`src/rtl/spi_slave_if.sv`:
```
// rtl/spi_slave_if.sv - SPI slave front-end: 10-bit command frames in, 8-bit read reply out
module spi_slave_if (
  input  logic       clk,
  input  logic       rst,
  input  logic       ss_n,
  input  logic       mosi,
  output logic       miso,
  output logic       rx_valid,
  output logic [9:0] rx_data,
  input  logic       tx_valid,
  input  logic [7:0] tx_data
);

  typedef enum logic [2:0] {
    IDLE      = 3'd0,
    CHK_CMD   = 3'd1,
    WRITE     = 3'd2,
    READ_ADD  = 3'd3,
    READ_DATA = 3'd4
  } state_t;

  state_t      state;
  state_t      next_state;
  logic [3:0]  bit_cnt;
  logic [9:0]  shift;
  logic [7:0]  tx_shift;
  logic        rd_addr_done;
  logic        in_frame;
  logic        rx_phase;
  logic        abort;

  // bit_cnt counts frame bits 8..0 (0..8); 9 means the frame is fully received.
  assign in_frame = (state == WRITE) || (state == READ_ADD) || (state == READ_DATA);
  assign rx_phase = in_frame && (bit_cnt < 4'd9);
  assign abort    = (state != IDLE) && ss_n;

  // State register
  always_ff @(posedge clk) begin
    if (rst) state <= IDLE;
    else     state <= next_state;
  end

  // Next-state decode: the command is chosen by the first frame bit and the read-address flag
  always_comb begin
    next_state = state;
    case (state)
      IDLE:    if (!ss_n) next_state = CHK_CMD;
      CHK_CMD: begin
        if (ss_n)              next_state = IDLE;
        else if (!mosi)        next_state = WRITE;
        else if (rd_addr_done) next_state = READ_DATA;
        else                   next_state = READ_ADD;
      end
      WRITE, READ_ADD, READ_DATA: if (ss_n) next_state = IDLE;
      default: next_state = IDLE;
    endcase
  end

  // Datapath: frame shifting, rx handoff, read-address flag and reply serialiser.
  // The reply register is loaded with {data[6:0], 1} so the trailing marker bit
  // tells how many bits remain: while it sits in [6:0] bits are still pending,
  // once it reaches bit 7 the reply is done and the register is nonzero, which
  // also closes the tx_valid capture window.
  always_ff @(posedge clk) begin
    if (rst) begin
      bit_cnt      <= 4'd0;
      shift        <= 10'd0;
      tx_shift     <= 8'd0;
      rd_addr_done <= 1'b0;
      miso         <= 1'b0;
      rx_valid     <= 1'b0;
      rx_data      <= 10'd0;
    end else begin
      rx_valid <= 1'b0;
      if (abort) begin
        bit_cnt  <= 4'd0;
        tx_shift <= 8'd0;
        miso     <= 1'b0;
      end else begin
        if (state == CHK_CMD) begin
          shift   <= {shift[8:0], mosi};
          bit_cnt <= 4'd0;
        end
        if (rx_phase) begin
          shift   <= {shift[8:0], mosi};
          bit_cnt <= bit_cnt + 4'd1;
          if (bit_cnt == 4'd8) begin
            rx_data  <= {shift[8:0], mosi};
            rx_valid <= 1'b1;
            if (state == READ_ADD) rd_addr_done <= 1'b1;
          end
        end
        if ((state == READ_DATA) && (bit_cnt == 4'd9)) begin
          if (tx_shift == 8'd0) begin
            if (tx_valid) begin
              tx_shift     <= {tx_data[6:0], 1'b1};
              miso         <= tx_data[7];
              rd_addr_done <= 1'b0;
            end
          end else if (tx_shift[6:0] != 7'd0) begin
            miso     <= tx_shift[7];
            tx_shift <= {tx_shift[6:0], 1'b0};
          end else begin
            miso <= 1'b0;
          end
        end
      end
    end
  end

endmodule

```
`config.mk`:
```
export PLATFORM = sky130hd
export DESIGN_NAME = spi_slave_if
export DESIGN_NICKNAME = d
export VERILOG_FILES = /design/src/rtl/spi_slave_if.sv
export SDC_FILE = /design/constraint.sdc
export NUM_CORES = 1
export LEC_CHECK = 0
export CAP_MARGIN = 20
export CORE_ASPECT_RATIO = 0.6
export CORE_MARGIN = 5
export CORE_UTILIZATION = 57
export CTS_CLUSTER_DIAMETER = 30
export DETAILED_ROUTE_END_ITERATION = 8
export HOLD_SLACK_MARGIN = 0.08
export PLACE_DENSITY = 0.83
export SYNTH_ARGS = -nofsm -noshare
export SYNTH_HDL_FRONTEND = slang
export SYNTH_SLANG_ARGS = --single-unit
```
`constraint.sdc`:
```
create_clock -name clk -period 3.98 [get_ports clk]
set_input_delay 0.796 -clock clk [delete_from_list [all_inputs] [get_ports clk]]
set_output_delay 0.796 -clock clk [all_outputs]
set_load 0.1 [all_outputs]
```
==> qor.yml <==
worst_setup_path:
  crit_arrival_ns: 1.79
  cp_max_fo: 2
  cp_top_family: "buffers and inverters"
  cp-start-kind: "flip-flop"
  cpPeakStageDelay_ns: 1.14
  cp_cell_sequence: "clkdlybuf4s50_1"
  end_kind: "output port"
  critPathKind: "reg2out"
  crit_required_ns: 3.18
  crit_slowest_cell: "clkdlybuf4s50_1"
  cp_num_buf_inv: 1
cts:
  cts.sink_count: 37
  clk_pin_slew_ns: 0.07
  clockRootBuffer: "clkbuf_8"
  cts_hold_buf: 0
  clock_latency_ns: 0.29
  cts_tree: "built"
  ctsResizeCount: 0
  htree_levels: 2
  cts_setup_buffers: 0
  cts_made_buffers: 5
  clockBufferDepth: 2
power:
  p_total_mw: 0.763
  total_leakage_power_nw: 0.764
  power_density_nw_per_um2: 359
  ir_worst_vdd_mv: 0.218
layout:
  final_cell_mix: "dfxtp_1, nand2b_1, clkdlybuf4s50_1"
  nets: 219
  layout-drive-gt1-share_pct: 6.40
  fin_area_sq_um: 2120
  area_delta_synth_final_pct: 20.3
  final_common_cell: "dfxtp_1"
  fin_cells: 245
  n_antenna_cell: 0
grt:
  antenna_found_initial: 0
  grt_pass1_wl_mm: 6.89
  grt_overflow: 0
  grtUsageTotal_pct: 21.5
  grt_pass1_vias: 1462
  grt_max_degree: 27
route:
  drc_errors: 0
  postRouteAntennaNets: 0
  post_drt_wl_per_cell_microns: 16.5
  routed_wl_mm: 4.05
  dr.pass1.iters: 4
  drt_iter0_drc: 86
  via_count: 1418
  vias_per_cell: 5.79
placement:
  dp_cells: 237
  port_buffers: 24
  place_area_sq_um: 2010
  hpwl_mm: 2.89
  place_congestion: 0.839
die:
  start_util_pct: 60.3
  coreArea_sq_um: 2930
  io_pins: 25
  die_h_microns: 53.1
  die-area_sq_um: 4350
  fp.dieW_microns: 81.9
  rows: 15
timing:
  hold_violations: 0
  finalSetupViolCount: 0
  worst_pin_slew_ns: 0.981
  max_freq_ghz: 0.387
  fin_skew_ns: 0.00408
  final.min_clock_period_ns: 2.59
  finalCritPeriodShare_pct: 65.0
  rsz0062_at_grt: "false"
  final.setup.tns_ns: 0
  slew_headroom_pct: 34.4
  maxSlewViolCount: 0
synth:
  synth_top_family_by_area: "simple AND/OR/NAND/NOR gates"
  syn_nets: 195
  synthSimpleGateAreaFrac_pct: 24.6
  ys_warn_count: 0
  synth-xor-area-share_pct: 0.496
  synth_cells: 178
  ys_ff_latch: 37
  yosysUniqueCellTypes: 42
  synth-compound-area-share_pct: 14.4
  synth_area_sq_um: 1770
  synth.area.mux_share_pct: 11.3
  ys_seq_area_share_pct: 41.9
  synthAdderAreaFrac_pct: 2.83
  avgSynthCellArea_sq_um: 9.93
status:
  status: "finished, final reports clean"
flow_run:
  drv_cap: 0
hold_path:
  min_path_type: "reg2reg"
where the power goes:
| part | internal, mW | switching, mW |
|---|---|---|
| clock network | 0.204 | 0.135 |
| logic | 0.0248 | 0.0234 |
| registers | 0.372 | 0.00335 |
registers in the layout, indices dropped and copies added (netlist names):
register	flops
bit_cnt	4
rx_valid	1
shift	9
rx_data	10
tx_shift	8
state	3
miso	1
rd_addr_done	1
synthesized netlist by cell type, drive strengths merged:
cell | number | area share (%)
dfxtp | 37 | 42
nand2b | 24 | 8.5
mux2i | 20 | 11
a21oi | 11 | 3.1
a31oi | 7 | 2.5
inv | 7 | 1.5
nor3 | 6 | 1.7
nand2 | 5 | 1.1
nor2b | 5 | 1.8
buf | 4 | 2.3
ha | 4 | 2.8
nand3 | 4 | 1.1
nor2 | 4 | 0.85
nor4 | 4 | 2.3
clkbuf | 3 | 0.64
o211ai | 3 | 1.3
o21ai | 3 | 0.85
a41o | 2 | 1.1
and2 | 2 | 0.71
and2b | 2 | 0.85
and4 | 2 | 1.1
and4b | 2 | 1.1
nand3b | 2 | 0.85
a211oi | 1 | 0.43
a21bo | 1 | 0.57
a221oi | 1 | 0.50
a2bb2oi | 1 | 1.5
a311oi | 1 | 0.50
and3 | 1 | 0.35
and3b | 1 | 0.50
nand4 | 1 | 0.35
nor3b | 1 | 1.1
o21ba | 1 | 0.57
o221a | 1 | 0.64
o31a | 1 | 0.50
o31ai | 1 | 0.43
or3 | 1 | 0.35
xnor2 | 1 | 0.50
cell families (layout without fill, tap and decap cells):
family                   count (synthesis)  count (layout)
AO/OA/AOI/OAI                           35              35
flip-flops                              37              37
adder cells (fa/ha/maj)                  4               4
multiplexers                            20              20
XOR/XNOR                                 1               1
AND/OR/NAND/NOR                         67              67
buffers and inverters                   14              39
worst paths after layout:
kind | slack (ns) | cells after the start | endpoint | start
worst min-delay path | 0.47 | 2 | rx_data[2] | rx_data[2]
worst min register to register | 0.47 | 2 | rx_data[2] | rx_data[2]
worst max-delay path | 1.39 | 1 | rx_data[5] | rx_data[5]
worst max register to register | 2.08 | 4 | shift[7] | state[2]
stage by stage:
step,hold WS (ns),util (%),worst slack (ns)
6_report,0.472,72.6,1.39
5_1_grt,0.507,72.6,1.36
4_1_cts,0.476,72.6,1.39
3_5_place_dp,0.465,68.6,1.53
3_3_place_gp,0.457,68.6,1.61
2_1_floorplan,0.458,-,2.26
metal layers:
| layer | routed length, microns | up-vias | GRT usage, % | share of wire, % |
|---|---|---|---|---|
| li1 | - | 696 | - | - |
| met4 | 70 | 0 | 11.3 | 1.7 |
| met2 | 1920 | 50 | 35.3 | 47 |
| met3 | 264 | 9 | 6.46 | 6.5 |
| met1 | 1800 | 663 | 25.3 | 44 |
| met5 | 0 | - | 0 | 0 |
final cells by class:
cell class                 instances  area (sq um)
clock buffer                       7          86.3
fill                             232           803
tap                               42          52.6
inverter                           7          26.3
sequential                        37           741
timing repair buffer              24           240
clock inverter                     1          30.0
multi-input combinational        127           948
Power figures use the tool's default switching activity.
